File: config.mk
export PLATFORM = sky130hd
export DESIGN_NAME = uart_tx_scheduler
export DESIGN_NICKNAME = d
export VERILOG_FILES = /design/src/rtl/uart_tx_scheduler.sv
export SDC_FILE = /design/constraint.sdc
export NUM_CORES = 1
export LEC_CHECK = 0
export BUFFER_PORTS_ARGS = -buffer_cell sky130_fd_sc_hd__clkbuf_2
export CAP_MARGIN = 10
export CORE_ASPECT_RATIO = 1.5
export CORE_MARGIN = 2
export CORE_UTILIZATION = 47
export DETAILED_ROUTE_END_ITERATION = 7
export PLACE_DENSITY = 0.74
export SYNTH_ARGS = -nofsm -noshare
export SYNTH_HDL_FRONTEND = slang
export SYNTH_SLANG_ARGS = --single-unit
File: constraint.sdc
create_clock -name clk -period 1.6 [get_ports clk]
set_input_delay 0.24 -clock clk [delete_from_list [all_inputs] [get_ports clk]]
set_output_delay 0.24 -clock clk [all_outputs]
set_load 0.02 [all_outputs]
File: src/rtl/uart_tx_scheduler.sv
// Round-robin scheduler sharing one UART TX serializer between two byte sources,
// sequencing a start/busy handshake, an inter-frame idle gap and an ack watchdog.
module uart_tx_scheduler #(
  parameter int CLOCK_HZ    = 50_000_000,
  parameter int BAUD_RATE   = 115200,
  parameter int GAP_BITS    = 1,
  parameter int ACK_TIMEOUT = 16
) (
  input  logic       clk,
  input  logic       rst_n,
  input  logic       req0_valid,
  input  logic [7:0] req0_data,
  output logic       req0_ready,
  input  logic       req1_valid,
  input  logic [7:0] req1_data,
  output logic       req1_ready,
  output logic       tx_start,
  output logic [7:0] tx_data,
  input  logic       tx_busy,
  output logic       grant_id,
  output logic       sched_busy,
  output logic       err_timeout
);

  localparam int CLKS_PER_BIT = CLOCK_HZ / BAUD_RATE;
  localparam int GAP_CYCLES   = GAP_BITS * CLKS_PER_BIT;
  // A zero-length gap still spends one cycle in GAP.
  localparam int GAP_LAST     = (GAP_CYCLES > 0) ? GAP_CYCLES - 1 : 0;
  localparam int ACK_LAST     = (ACK_TIMEOUT > 1) ? ACK_TIMEOUT - 1 : 1;
  localparam int ACK_W        = $clog2(ACK_TIMEOUT + 1) + 1;
  localparam int GAP_W        = $clog2(GAP_CYCLES + 1) + 1;

  typedef enum logic [2:0] {
    IDLE,
    LAUNCH,
    WAIT_ACK,
    WAIT_DONE,
    GAP
  } state_t;

  state_t           state;
  state_t           state_nxt;
  logic             last_grant;
  logic [ACK_W-1:0] ack_cnt;
  logic [ACK_W-1:0] ack_next;
  logic [GAP_W-1:0] gap_cnt;

  logic grant_valid;
  logic grant_sel;
  logic launch;
  logic ack_step;
  logic timeout;
  logic gap_clear;

  assign ack_next = ack_cnt + 1'b1;

  // NOTE: every always_comb output gets a default first so no path can infer a latch.
  always_comb begin
    state_nxt   = state;
    grant_valid = 1'b0;
    grant_sel   = 1'b0;
    launch      = 1'b0;
    ack_step    = 1'b0;
    timeout     = 1'b0;
    gap_clear   = 1'b0;
    case (state)
      IDLE: begin
        if (req0_valid || req1_valid) begin
          grant_valid = 1'b1;
          grant_sel   = (req0_valid && req1_valid) ? ~last_grant : req1_valid;
          state_nxt   = LAUNCH;
        end
      end
      LAUNCH: begin
        launch    = 1'b1;
        state_nxt = WAIT_ACK;
      end
      WAIT_ACK: begin
        if (tx_busy) begin
          state_nxt = WAIT_DONE;
        end else begin
          ack_step = 1'b1;
          // The byte is dropped on timeout; there is no retry.
          if (ack_next == ACK_W'(ACK_LAST)) begin
            timeout   = 1'b1;
            state_nxt = IDLE;
          end
        end
      end
      WAIT_DONE: begin
        if (!tx_busy) begin
          gap_clear = 1'b1;
          state_nxt = GAP;
        end
      end
      GAP: begin
        if (gap_cnt == GAP_W'(GAP_LAST)) state_nxt = IDLE;
      end
      default: state_nxt = IDLE;
    endcase
  end

  // NOTE: state is updated with non-blocking assignments so every register samples pre-edge values.
  always_ff @(posedge clk) begin
    if (!rst_n) begin
      state       <= IDLE;
      last_grant  <= 1'b1;
      tx_data     <= 8'h00;
      grant_id    <= 1'b0;
      err_timeout <= 1'b0;
      ack_cnt     <= '0;
      gap_cnt     <= '0;
    end else begin
      state <= state_nxt;
      if (grant_valid) begin
        tx_data    <= grant_sel ? req1_data : req0_data;
        grant_id   <= grant_sel;
        last_grant <= grant_sel;
      end
      if (launch)        ack_cnt <= '0;
      else if (ack_step) ack_cnt <= ack_next;
      if (timeout) err_timeout <= 1'b1;
      if (gap_clear)          gap_cnt <= '0;
      else if (state == GAP)  gap_cnt <= gap_cnt + 1'b1;
    end
  end

  // Handshake outputs are masked during reset so nothing is accepted or launched then.
  assign req0_ready = rst_n & grant_valid & ~grant_sel;
  assign req1_ready = rst_n & grant_valid & grant_sel;
  assign tx_start   = rst_n & launch;
  assign sched_busy = (state != IDLE);

endmodule

==> results.ini <==
[outcome]
outcome = complete, but fails checks
violations = setup timing

[detailed_routing]
vias = 1312
wirelength_um = 3243
drt_pass1_iterations = 4
detail-route-antenna-nets = 0
drt_iter0_markers = 25
wl_per_cell_um = 12.92
avgViaCountPerCell = 5.227
drc = 0

[yosys]
syn_nets = 188
yosys.cell_types.count = 40
synth-compound-area-share_pct = 11.84
synth_xor_area_share_pct = 7.699
muxShareOfSynthArea_pct = 6.176
netlist_area_um2 = 1479
synth_adder_area_share_pct = 3.384
synth_top_family_by_area = simple AND/OR/NAND/NOR gates
syn_area_per_cell_um2 = 9.073
async_flop_share_pct = 0
synthFlopType = dfxtp_1
synth-seq-cells = 30
synth_warnings = 0
synth_simple_gate_area_share_pct = 26.31
synthCells = 163
synth-edff-count = 0
synth_seq_area_share_pct = 40.61

[global_routing]
first_global_vias = 1226
grt.overflow.total = 0
grt_pass1_wl_um = 5140
grt_max_degree = 19
antenna_found_initial = 0
grt_usage_pct = 19.16

[floorplanning]
rows = 24
die_h_um = 72.70
die_x_um = 49.80
die_area_um2 = 3620
pin_count = 35
core_um2 = 2943
initial_core_util_pct = 50.26

[placed_design]
placed_cell_area_um2 = 1750
pre_cts_ws_ps = 19.31
port_buffers = 34
dpl.hpwl_um = 2338
place_congestion = 0.8005

[min_path]
min_path_cells = 2
hold_path_class = in2reg

[worst_setup_path]
worst_ep_arrival_time_ps = 1370
ff2ff_path_depth = 5
end_kind = output port
critPathKind = reg2out
required_ps = 1360
cp_max_fo = 4
worst_setup_path_start_kind = flip-flop

[finish]
layout-drive-gt1-share_pct = 32.08
diodes = 0
final_cell_mix = 31 x clkbuf_2, 27 x dfxtp_1, 24 x nor2_1
postLayoutCellArea_um2 = 1908
area_growth_pct = 29.02
layout_commonest_cell = clkbuf_2
fin_nets = 236

[sta]
final-setup-viol-count = 2
fin_crit_sh_pct = 100.7
fmax_ghz = 0.6209
drv_slew = 0
hold_viol_final = 0
setup_slack_ps = -10.47
worst_clock_skew_ps = 6.718
timing.slew.headroom_pct = 70.20
rsz0062_at_grt = yes
final.min_clock_period_ps = 1610
worstMarginPinSlew_ps = 444.1

[pwr]
total_power_w = 0.002138
ir_drop_mv = 0.8019
power_density_nw_per_um2 = 1120
leakage_nw = 0.8488

[cts]
cts-root-buf = clkbuf_8
cts.reportedPaths.clkPinSlew_ps = 60
cts_hold_buf = 0
h-tree-depth = 2
cts_buffer_depth = 2
cts_made_buffers = 5
clock_latency_ps = 290
cts_sinks = 30
cts_tree = built

[flow_run]
maxCapViolCount = 0

-- cell families after synthesis --
group           after synthesis
mux                           9
fa+ha+maj                     4
simple gates                 68
compound gates               25
buf+inv                      14
xor+xnor                     13
flops                        30
-- through the flow --
| stage | instances | setup TNS, ps | hold slack (ps) | util [%] |
|---|---|---|---|---|
| after floorplan | 163 | 0 | 449.7 | - |
| after global placement | 239 | 0 | 445.1 | 59.48 |
| after detailed placement | 239 | 0 | 459.1 | 59.48 |
| after CTS | 249 | 0 | 236.4 | 63.90 |
| after global routing | 251 | -156.1 | 251.6 | 64.84 |
| final | 251 | -11.97 | 239.0 | 64.84 |
-- cell type report --
type                            count  area [um^2]
Clock buffer                        7        86.33
Clock inverter                      1        5.005
Fill cell                         268         1035
Inverter                            7        26.28
Multi-Input combinational cell    119        840.8
Sequential cell                    30        606.8
Tap cell                           39        48.80
Timing Repair Buffer               48        294.0
-- worst max-delay path: stages (launching register included) --
cell and delay (ps):
dfxtp_4 360, nor3_4 230, o21a_1 180, and3_4 200, buf_8 110
-- power by group --
part / total, W / internal [W] / leakage [nW] / switching (W)
combinational: 0.000615 / 0.000289 / 0.554 / 0.000326
clock: 0.000628 / 0.000346 / 0.0482 / 0.000282
sequential: 0.000894 / 0.000823 / 0.246 / 0.0000711
-- worst paths after layout --
path                       to   startpoint  slack, ps
setup / recovery   req0_ready     state[2]        -10
hold / removal     last_grant        rst_n        240
setup reg to reg   gap_cnt[9]     state[0]         80
hold reg to reg   err_timeout  err_timeout        470
-- sequential cells by signal, indices dropped and copies added, names as in the netlist --
register	cells
ack_cnt	6
last_grant	1
gap_cnt	10
state	3
tx_data	8
grant_id	1
err_timeout	1
-- timing repair --
item | CTS | global route
endpoints found under the setup margin | 2 | 6
buffers inserted | 2 | 2
pin swaps | 1 | 2
gates resized for setup | 7 | 7
-- synthesized netlist by cell type (2+ instances only) --
master,count,share of area (%)
buf_2,5,1.7
a21boi_0,2,1.0
a21oi_1,4,1.4
nand4_1,4,1.7
and3_1,4,1.7
xor2_1,9,5.3
nand3_1,8,2.7
mux2i_1,8,5.4
nor2_1,24,6.1
inv_1,7,1.8
nand2_1,8,2.0
xnor2_1,4,2.4
or4_1,2,1.0
nand2b_1,3,1.3
ha_1,4,3.4
clkbuf_1,2,0.51
o211ai_1,2,1.0
o21a_1,2,1.0
a211oi_1,10,5.1
dfxtp_1,30,41
nor3_1,2,0.68
-- metal layers --
layer	GRT usage, %	routed length [um]
met1	17.17	1236
met2	36.44	1750
met3	6.967	185
met4	10.19	70
met5	0	0
Power figures use the tool's default switching activity.
